==> config.mk <==
export PLATFORM = sky130hd
export DESIGN_NAME = bp_fe_icache_cce_responder
export DESIGN_NICKNAME = d
export VERILOG_FILES = /design/src/rtl/bp_fe_icache_cce_responder.sv
export SDC_FILE = /design/constraint.sdc
export NUM_CORES = 2
export LEC_CHECK = 0
export BUFFER_PORTS_ARGS = -buffer_cell sky130_fd_sc_hd__buf_2
export CAP_MARGIN = 20
export CORE_AREA = 5 5 465 467
export DETAILED_ROUTE_END_ITERATION = 16
export DIE_AREA = 0 0 470 472
export GPL_TIMING_DRIVEN = 0
export HOLD_SLACK_MARGIN = 0.02
export PLACE_DENSITY_LB_ADDON = 0.05
export SLEW_MARGIN = 30
export SYNTH_ARGS = -nofsm -noshare
export SYNTH_HDL_FRONTEND = slang
export SYNTH_SLANG_ARGS = --single-unit
==> constraint.sdc <==
create_clock -name clk_i -period 2 [get_ports clk_i]
set_input_delay 0.2 -clock clk_i [delete_from_list [all_inputs] [get_ports clk_i]]
set_output_delay 0.2 -clock clk_i [all_outputs]
set_load 0.03 [all_outputs]
==> src/rtl/bp_fe_icache_cce_responder.sv <==
// bp_fe_icache_cce_responder
//   CCE-side responder for a single I-cache LCE. It accepts one LCE miss
//   request at a time, fetches the block through a simple memory port and
//   answers with LCE commands: set_tag + data for cached reads (then it waits
//   for the coherence ack), or a single uc_data for uncached reads.
//
//   The processor config values (address, id, block and associativity widths)
//   are exposed as individual parameters.
//
//   Message layouts, MSB first:
//     req  : {msg_type[1:0], src_id, lru_way_id, addr}
//     cmd  : {msg_type[2:0], dst_id, src_id(cce), way_id, state[1:0], addr, data}
//     resp : {msg_type[1:0], src_id, addr}
//
// Ports
//   clk_i, reset_n_i                     clock, async active-low reset
//   lce_req_i / _v_i / _yumi_o           request from the LCE
//   lce_cmd_o / _v_o / _ready_i          command to the LCE (registered)
//   lce_resp_i / _v_i / _yumi_o          response from the LCE
//   mem_addr_o / mem_v_o / mem_ready_i   block-aligned fetch request
//   mem_data_i / mem_v_i                 returned block, single-cycle pulse
//   busy_o                               transaction in flight
//   error_o                              sticky: timeout or unexpected response
//
// state       | meaning
// ------------+---------------------------------------------------------
// e_ready     | idle, accepting a request
// e_mem_req   | fetch request presented to memory
// e_mem_wait  | waiting for the block, timeout counter running
// e_send_tag  | set_tag command offered to the LCE
// e_send_data | data command offered to the LCE
// e_send_uc   | uc_data command offered to the LCE
// e_wait_ack  | waiting for the coherence ack
module bp_fe_icache_cce_responder
  #(parameter int paddr_width_p      = 40
    , parameter int lce_id_width_p     = 2
    , parameter int cce_id_width_p     = 2
    , parameter int cce_block_width_p  = 512
    , parameter int icache_lce_assoc_p = 8
    , parameter int cce_id_p           = 0
    , parameter int mem_timeout_p      = 1023
    , localparam int way_id_width_lp       = $clog2(icache_lce_assoc_p)
    , localparam int lce_cce_req_width_lp  = 2 + lce_id_width_p + way_id_width_lp + paddr_width_p
    , localparam int lce_cmd_width_lp      = 3 + lce_id_width_p + cce_id_width_p + way_id_width_lp
                                             + 2 + paddr_width_p + cce_block_width_p
    , localparam int lce_cce_resp_width_lp = 2 + lce_id_width_p + paddr_width_p
    )
   (input  logic                             clk_i
    , input  logic                             reset_n_i
    , input  logic [lce_cce_req_width_lp-1:0]  lce_req_i
    , input  logic                             lce_req_v_i
    , output logic                             lce_req_yumi_o
    , output logic [lce_cmd_width_lp-1:0]      lce_cmd_o
    , output logic                             lce_cmd_v_o
    , input  logic                             lce_cmd_ready_i
    , input  logic [lce_cce_resp_width_lp-1:0] lce_resp_i
    , input  logic                             lce_resp_v_i
    , output logic                             lce_resp_yumi_o
    , output logic [paddr_width_p-1:0]         mem_addr_o
    , output logic                             mem_v_o
    , input  logic                             mem_ready_i
    , input  logic [cce_block_width_p-1:0]     mem_data_i
    , input  logic                             mem_v_i
    , output logic                             busy_o
    , output logic                             error_o
    );

    localparam int blk_off_lp   = $clog2(cce_block_width_p / 8);
    localparam int word_sel_lp  = blk_off_lp - 3;
    localparam int cnt_width_lp = $clog2(mem_timeout_p + 1);

    localparam logic [1:0] e_lce_req_type_uc_rd = 2'd1;
    localparam logic [2:0] e_lce_cmd_set_tag    = 3'd0;
    localparam logic [2:0] e_lce_cmd_data       = 3'd1;
    localparam logic [2:0] e_lce_cmd_uc_data    = 3'd2;
    localparam logic [1:0] e_coh_i              = 2'd0;
    localparam logic [1:0] e_coh_s              = 2'd1;
    localparam logic [1:0] e_lce_cce_coh_ack    = 2'd0;
    localparam logic [cce_id_width_p-1:0] cce_id_lp = cce_id_width_p'(cce_id_p);

    typedef enum logic [2:0] {
        e_ready, e_mem_req, e_mem_wait, e_send_tag, e_send_data, e_send_uc, e_wait_ack
    } state_e;

    state_e                            state_r;
    logic [lce_cce_req_width_lp-1:0]   req_r;
    logic [cce_block_width_p-1:0]      data_r;
    logic [cnt_width_lp-1:0]           cnt_r;
    logic [lce_cmd_width_lp-1:0]       cmd_r;
    logic                              cmd_v_r;
    logic                              mem_v_r;
    logic                              busy_r;
    logic                              error_r;

    logic [paddr_width_p-1:0]          req_addr;
    logic [way_id_width_lp-1:0]        req_way;
    logic [lce_id_width_p-1:0]         req_src;
    logic [1:0]                        req_type;
    logic [1:0]                        resp_type;
    logic [lce_id_width_p-1:0]         resp_src;
    logic [word_sel_lp-1:0]            word_sel;
    logic [63:0]                       uc_word;
    logic                              ack_ok;
    logic                              unused_resp_addr;

    assign req_addr  = req_r[paddr_width_p-1:0];
    assign req_way   = req_r[paddr_width_p +: way_id_width_lp];
    assign req_src   = req_r[paddr_width_p + way_id_width_lp +: lce_id_width_p];
    assign req_type  = req_r[lce_cce_req_width_lp-1 -: 2];
    assign resp_type = lce_resp_i[lce_cce_resp_width_lp-1 -: 2];
    assign resp_src  = lce_resp_i[paddr_width_p +: lce_id_width_p];
    assign ack_ok    = (resp_type == e_lce_cce_coh_ack) && (resp_src == req_src);
    assign unused_resp_addr = ^lce_resp_i[paddr_width_p-1:0];

    // The uncached word is picked straight off the memory bus because the
    // command is built in the same cycle the block arrives.
    assign word_sel = req_addr[blk_off_lp-1:3];
    assign uc_word  = mem_data_i[word_sel*64 +: 64];

    // A response arriving together with a request in READY is left pending.
    assign lce_req_yumi_o  = (state_r == e_ready) && lce_req_v_i;
    assign lce_resp_yumi_o = lce_resp_v_i
                             && ((state_r == e_wait_ack) || ((state_r == e_ready) && !lce_req_v_i));

    assign lce_cmd_o   = cmd_r;
    assign lce_cmd_v_o = cmd_v_r;
    assign mem_addr_o  = {req_addr[paddr_width_p-1:blk_off_lp], {blk_off_lp{1'b0}}};
    assign mem_v_o     = mem_v_r;
    assign busy_o      = busy_r;
    assign error_o     = error_r;

    always_ff @(posedge clk_i or negedge reset_n_i) begin
        if (!reset_n_i) begin
            state_r <= e_ready;
            req_r   <= '0;
            data_r  <= '0;
            cnt_r   <= '0;
            cmd_r   <= '0;
            cmd_v_r <= 1'b0;
            mem_v_r <= 1'b0;
            busy_r  <= 1'b0;
            error_r <= 1'b0;
        end else begin
            case (state_r)
                e_ready: begin
                    if (lce_req_v_i) begin
                        req_r   <= lce_req_i;
                        mem_v_r <= 1'b1;
                        busy_r  <= 1'b1;
                        state_r <= e_mem_req;
                    end else if (lce_resp_v_i) begin
                        error_r <= 1'b1;
                    end
                end
                e_mem_req: begin
                    if (mem_ready_i) begin
                        mem_v_r <= 1'b0;
                        cnt_r   <= cnt_width_lp'(mem_timeout_p - 1);
                        state_r <= e_mem_wait;
                    end
                end
                e_mem_wait: begin
                    if (mem_v_i) begin
                        data_r  <= mem_data_i;
                        cmd_v_r <= 1'b1;
                        if (req_type == e_lce_req_type_uc_rd) begin
                            cmd_r   <= {e_lce_cmd_uc_data, req_src, cce_id_lp, req_way, e_coh_i, req_addr,
                                        {(cce_block_width_p-64){1'b0}}, uc_word};
                            state_r <= e_send_uc;
                        end else begin
                            cmd_r   <= {e_lce_cmd_set_tag, req_src, cce_id_lp, req_way, e_coh_s, req_addr,
                                        {cce_block_width_p{1'b0}}};
                            state_r <= e_send_tag;
                        end
                    end else if (cnt_r == '0) begin
                        error_r <= 1'b1;
                        busy_r  <= 1'b0;
                        state_r <= e_ready;
                    end else begin
                        cnt_r <= cnt_r - 1'b1;
                    end
                end
                e_send_tag: begin
                    if (lce_cmd_ready_i) begin
                        cmd_r   <= {e_lce_cmd_data, req_src, cce_id_lp, req_way, e_coh_s, req_addr, data_r};
                        state_r <= e_send_data;
                    end
                end
                e_send_data: begin
                    if (lce_cmd_ready_i) begin
                        cmd_v_r <= 1'b0;
                        state_r <= e_wait_ack;
                    end
                end
                e_send_uc: begin
                    if (lce_cmd_ready_i) begin
                        cmd_v_r <= 1'b0;
                        busy_r  <= 1'b0;
                        state_r <= e_ready;
                    end
                end
                e_wait_ack: begin
                    if (lce_resp_v_i) begin
                        if (!ack_ok) error_r <= 1'b1;
                        busy_r  <= 1'b0;
                        state_r <= e_ready;
                    end
                end
                default: state_r <= e_ready;
            endcase
        end
    end

endmodule

# [After elaboration in Yosys (flattened, before gate mapping)]
# Index checks and enable logic that the tools add are counted.
[totals] regBits=1140 in_bits=610 out_inout_bits=610 elab_cells=94
[op_classes] add_sub_neg=1 n_eq_ne=23 shift=1 muxes=35 n_reduce_logical=25
[ops] operator="$mux W564" count=2
[ops] operator="$pmux W564 S2" count=1
[ops] operator="$mux W563" count=1
[ops] operator="$shiftx A512 B10 Y64" count=1
[ops] operator="$mux W10" count=3
[ops] operator="$mux W3" count=9
[ops] operator="$ne A2 B2 Y1 const B" count=13
[ops] operator="$pmux W3 S7" count=1
[ops] operator="$pmux W10 S2" count=1
[ops] operator="$reduce_and A7 Y1" count=2
[ops] operator="$mux W1" count=13
[ops] operator="$logic_not A10 Y1" count=1
[ops] operator="$sub A10 B1 Y10 const B" count=1
[ops] operator="$eq A3 B3 Y1 const B" count=3
[ops] operator="$reduce_and A3 Y1" count=3
[ops] operator="$reduce_bool A2 Y1" count=4
[ops] operator="$eq A3 B2 Y1 const B" count=2
[ops] operator="$reduce_and A6 Y1" count=1
[ops] operator="$logic_and A1 B1 Y1" count=4
[ops] operator="$pmux W1 S2" count=2
[ops] operator="$pmux W1 S4" count=1
[ops] operator="$reduce_and A2 Y1" count=2
[ops] operator="$reduce_and A4 Y1" count=1
[ops] operator="$reduce_bool A4 Y1" count=1
[ops] operator="12 further kinds" count=12

# [Longest topological paths before layout]
[depth] word_depth=5 mapped_depth=8 ltp_nobuf=6

# [Worst setup path before layout]
# OpenSTA, ideal clock, no wires.
[synth_path] path_kind="reg-to-output" start="reg state_r[1]" end="out lce_resp_yumi_o" arrival_ps=1763 t_required_ps=1800 path_slack_ps=37 stages_incl_launch_ff=6 n_path_buf=2 cell_sequence="dfrtp_1 -> buf_2 -> clkbuf_1 -> nor3_1 -> a21oi_1 -> nor3b_1"
[synth_via] elab_chain_cells=4 word_cells_on_any_way=5 classes_between="1 x eq/ne; 4 x reduce/logical"
[synth_lines] item="start: declaration" line="85" rtl="state_e state_r;"
[synth_lines] item="start signal: assignment" line="134" rtl="state_r <= e_ready;"
[synth_lines] item="start signal: assignment" line="150" rtl="state_r <= e_mem_req;"
[synth_lines] item="start signal: assignment" line="159" rtl="state_r <= e_mem_wait;"
[synth_lines] item="$logic_not A3 Y1" line="123" rtl="&& ((state_r == e_wait_ack) || ((state_r == e_ready) && !lce_req_v_i));"
[synth_lines] item="$logic_and A1 B1 Y1" line="123"
[synth_lines] item="$logic_or A1 B1 Y1 (*)" line="123"
[synth_lines] item="$logic_and A1 B1 Y1 (*)" line="123"
[synth_lines] item="end: declaration" line="58" rtl=", output logic lce_resp_yumi_o"
# Every way passes the cells marked *; elsewhere a longest branch is shown, timed or not.

# [Worst setup path in the final report]
[layout_path] start="reg state_r[2]" end="out lce_resp_yumi_o"
# The elaborated chain is that of the path after synthesis.

==> impl_metrics.py <==
metrics = {
    "power": {
        "switching_share": 0.4370,
        "p_leak_nw": 35.08,
        "power_mw": 122.1,
        "internal_power_mw": 68.75,
        "seq_power_share": 0.330,
        "power_frac_clock": 0.221,
        "p_comb_frac": 0.449,
        "peakVddDrop_v": 0.0008913,
        "p_switching_mw": 53.36,
        "power_density_nw_per_um2": 1781,
    },
    "min_path": {
        "hp-class": "in -> async",
    },
    "floorplan": {
        "die_h_um": 472,
        "rows": 169,
        "die_area_um2": 221800,
        "ios": 1220,
        "chipWidth_um": 470,
        "core_um2": 211200,
        "start_util": 0.2177,
    },
    "worst_setup_path": {
        "arrival_ps": 2040,
        "cp-end-kind": "output pin",
        "r2r_cells": 8,
        "critPathKind": "reg -> out",
        "reg2reg_slack_ps": -10,
        "critPathLaunchType": "flop",
        "required_ps": 1800,
        "cp_max_fo": 7,
    },
    "grt": {
        "grt_max_degree": 110,
        "grt_overflow": 0,
        "grt_pass1_wl_um": 352200,
        "grt.total_usage": 0.2261,
        "antenna_found_initial": 65,
        "grt_pass1_vias": 41370,
    },
    "yosys": {
        "synth.avg_cell_area_um2": 11.54,
        "synthFlopType": "dfrtp_1",
        "synthCells": 3985,
        "yosys_warnings": 0,
        "synth-edff-count": 0,
        "async_flop_share": 1.000,
        "synth_cell_types": 55,
        "ys_seq_area_frac": 0.6181,
        "synth-seq-cells": 1136,
        "netlist_area_um2": 45990,
    },
    "layout": {
        "fin_util": 0.3246,
        "layout-drive-gt1-share": 0.3260,
        "syn2layout_area_growth_pct": 49.08,
        "nets": 6549,
        "final_cells": 8918,
    },
    "route": {
        "drt-initial-drc-count": 2758,
        "wl_per_cell_um": 29.29,
        "ant_nets": 0,
        "viasPerCell": 4.439,
        "drt_wl_total_um": 261200,
        "route.detailed.drc": 0,
        "vias": 39580,
        "firstDrtPassIters": 5,
    },
    "flow_run": {
        "drv_cap": 0,
    },
    "place": {
        "place_ws_ps": -1387,
        "place_hpwl_um": 199600,
        "port_buffers": 1169,
        "post-place-cells": 8001,
        "finalWeightedCongestion": 0.8369,
    },
    "clock_tree": {
        "ctsHtreeMaxLevel": 4,
        "cts_tree": "done",
        "cts.path.max_buffers": 3,
        "numCtsBuffers": 148,
        "clk_pin_slew_ps": 60,
        "clock_latency_ps": 800,
        "clock-root-buffer": "clkbuf_16",
        "cts.sink_count": 1136,
    },
    "timing": {
        "rsz0062_at_grt": "yes",
        "period_share": 1.119,
        "hold_ws_ps": -667.1,
        "hold_violations": 451,
        "finalCriticalPeriod_ps": 2238,
        "worstMarginPinSlew_ps": 1012,
        "maxSlewHeadroom": 0.3255,
        "timing.fmax_ghz": 0.4468,
        "skew_ps": 24.31,
        "setup_tns_ps": -446.2,
        "setup_viol": 3,
        "report.final.slew_viol_count": 0,
        "fin_ws_ps": -238.3,
    },
    "status": {
        "status": "finished with violations",
        "violations": "negative hold slack, negative setup slack",
    },
}
-- cell usage after synthesis (6+ instances only) --
library cell / n / share of area
clkbuf_1: 98 / 0.0080
nand2b_1: 6 / 0.00082
buf_2: 169 / 0.018
a22oi_1: 64 / 0.010
a31oi_1: 8 / 0.0011
mux4_2: 128 / 0.063
mux2_1: 56 / 0.014
mux2_2: 39 / 0.0095
nand2_1: 1547 / 0.13
o21ai_1: 67 / 0.0073
inv_1: 8 / 0.00065
buf_4: 60 / 0.0098
mux2i_1: 66 / 0.014
a22o_1: 448 / 0.085
dfrtp_1: 1136 / 0.62
nor2_1: 12 / 0.00098
a21oi_1: 8 / 0.00087
-- final cells by class --
type                    count  area [um2]
fillers                 21940      142700
well taps                2821        3530
flip-flops and latches   1136       28440
repair buffers           1800       12710
multi-input cells        2518       15960
clock inverters            39       332.8
inverters                   8       30.03
clock buffers             229        4474
plain buffers             326        2985
diodes                     41       102.6
-- final timing paths --
check,from,endpoint
hold / removal,reset_n_i,req_r[27]
min in group clk_i,lce_resp_i[40],error_o
setup / recovery,state_r[2],lce_resp_yumi_o
max in group asynchronous,reset_n_i,data_r[38]
hold reg to reg,data_r[214],data_r[214]
setup reg to reg,state_r[2],lce_cmd_o[351]
-- sequential cells by signal, summed over array words and instances (netlist names) --
name         flops
lce_cmd_v_o      1
data_r         512
cnt_r           10
busy_o           1
state_r          3
mem_v_o          1
lce_cmd_o      560
req_r           47
error_o          1
-- metrics by stage --
step	hold slack (ps)	cell area [um2]
final	-667.1	68560
after floorplan	-95.59	46020
after detailed placement	188.0	55900
after CTS	-715.7	67690
after global placement	407.6	55400
after global routing	-669.0	68500
-- worst max-delay path, stage by stage (launching register included) --
cell,delay (ps)
dfrtp_1,390
buf_6,150
buf_12,130
nor3_2,140
a21oi_1,70
nor3b_2,190
buf_6,180
-- layout by cell type, fill, tap and decap left out, types with 39 or more instances in the layout --
| master | netlist | final |
|---|---|---|
| buf_6 | 1 | 54 |
| clkbuf_16 | 0 | 164 |
| mux2i_1 | 66 | 64 |
| buf_4 | 60 | 162 |
| a22oi_1 | 64 | 62 |
| o21ai_1 | 67 | 67 |
| diode_2 | 0 | 41 |
| mux2_2 | 39 | 39 |
| clkbuf_8 | 0 | 46 |
| dfrtp_1 | 1136 | 1133 |
| buf_2 | 169 | 1188 |
| clkbuf_1 | 98 | 43 |
| mux4_2 | 128 | 128 |
| dlygate4sd3_1 | 0 | 568 |
| a22o_1 | 448 | 448 |
| nand2_1 | 1547 | 1547 |
| mux2_1 | 56 | 56 |
-- cells by family after synthesis --
logic type / count (synthesis) / share of synthesized area
AND/OR/NAND/NOR: 1596 / 0.1331
flip-flops: 1136 / 0.6181
AO/OA/AOI/OAI: 620 / 0.1103
buffers and inverters: 340 / 0.03741
multiplexers: 289 / 0.1003
XOR/XNOR: 2 / 0.0003809
adder cells (fa/ha/maj): 1 / 0.0002720
other: 1 / 0.00008154
-- timing repair --
action,in CTS,in global routing
setup buffers,22,13
pin swaps,5,7
hold endpoints to repair,1114,344
resized for setup,379,152
hold buffers,568,1
cloned,1,9
setup endpoints to repair,1094,897
-- power by group through the flow --
stage / combinational (mW) / clock (mW) / sequential, mW
2_1_floorplan: 19.7 / 0 / 50.1
3_3_place_gp: 51.4 / 0 / 40.6
3_5_place_dp: 51.8 / 0 / 40.4
4_1_cts: 54.9 / 27.8 / 40.2
5_1_grt: 58.4 / 28.7 / 41.6
6_report: 54.9 / 27.0 / 40.3
-- metal layers --
metal	global-route usage	routed length, um	vias to the layer above
li1	-	-	17670
met1	0.2836	109800	20210
met2	0.3713	123000	1353
met3	0.06797	19010	323
met4	0.07717	9319	22
met5	0	128	-
Power figures use the tool's default switching activity.
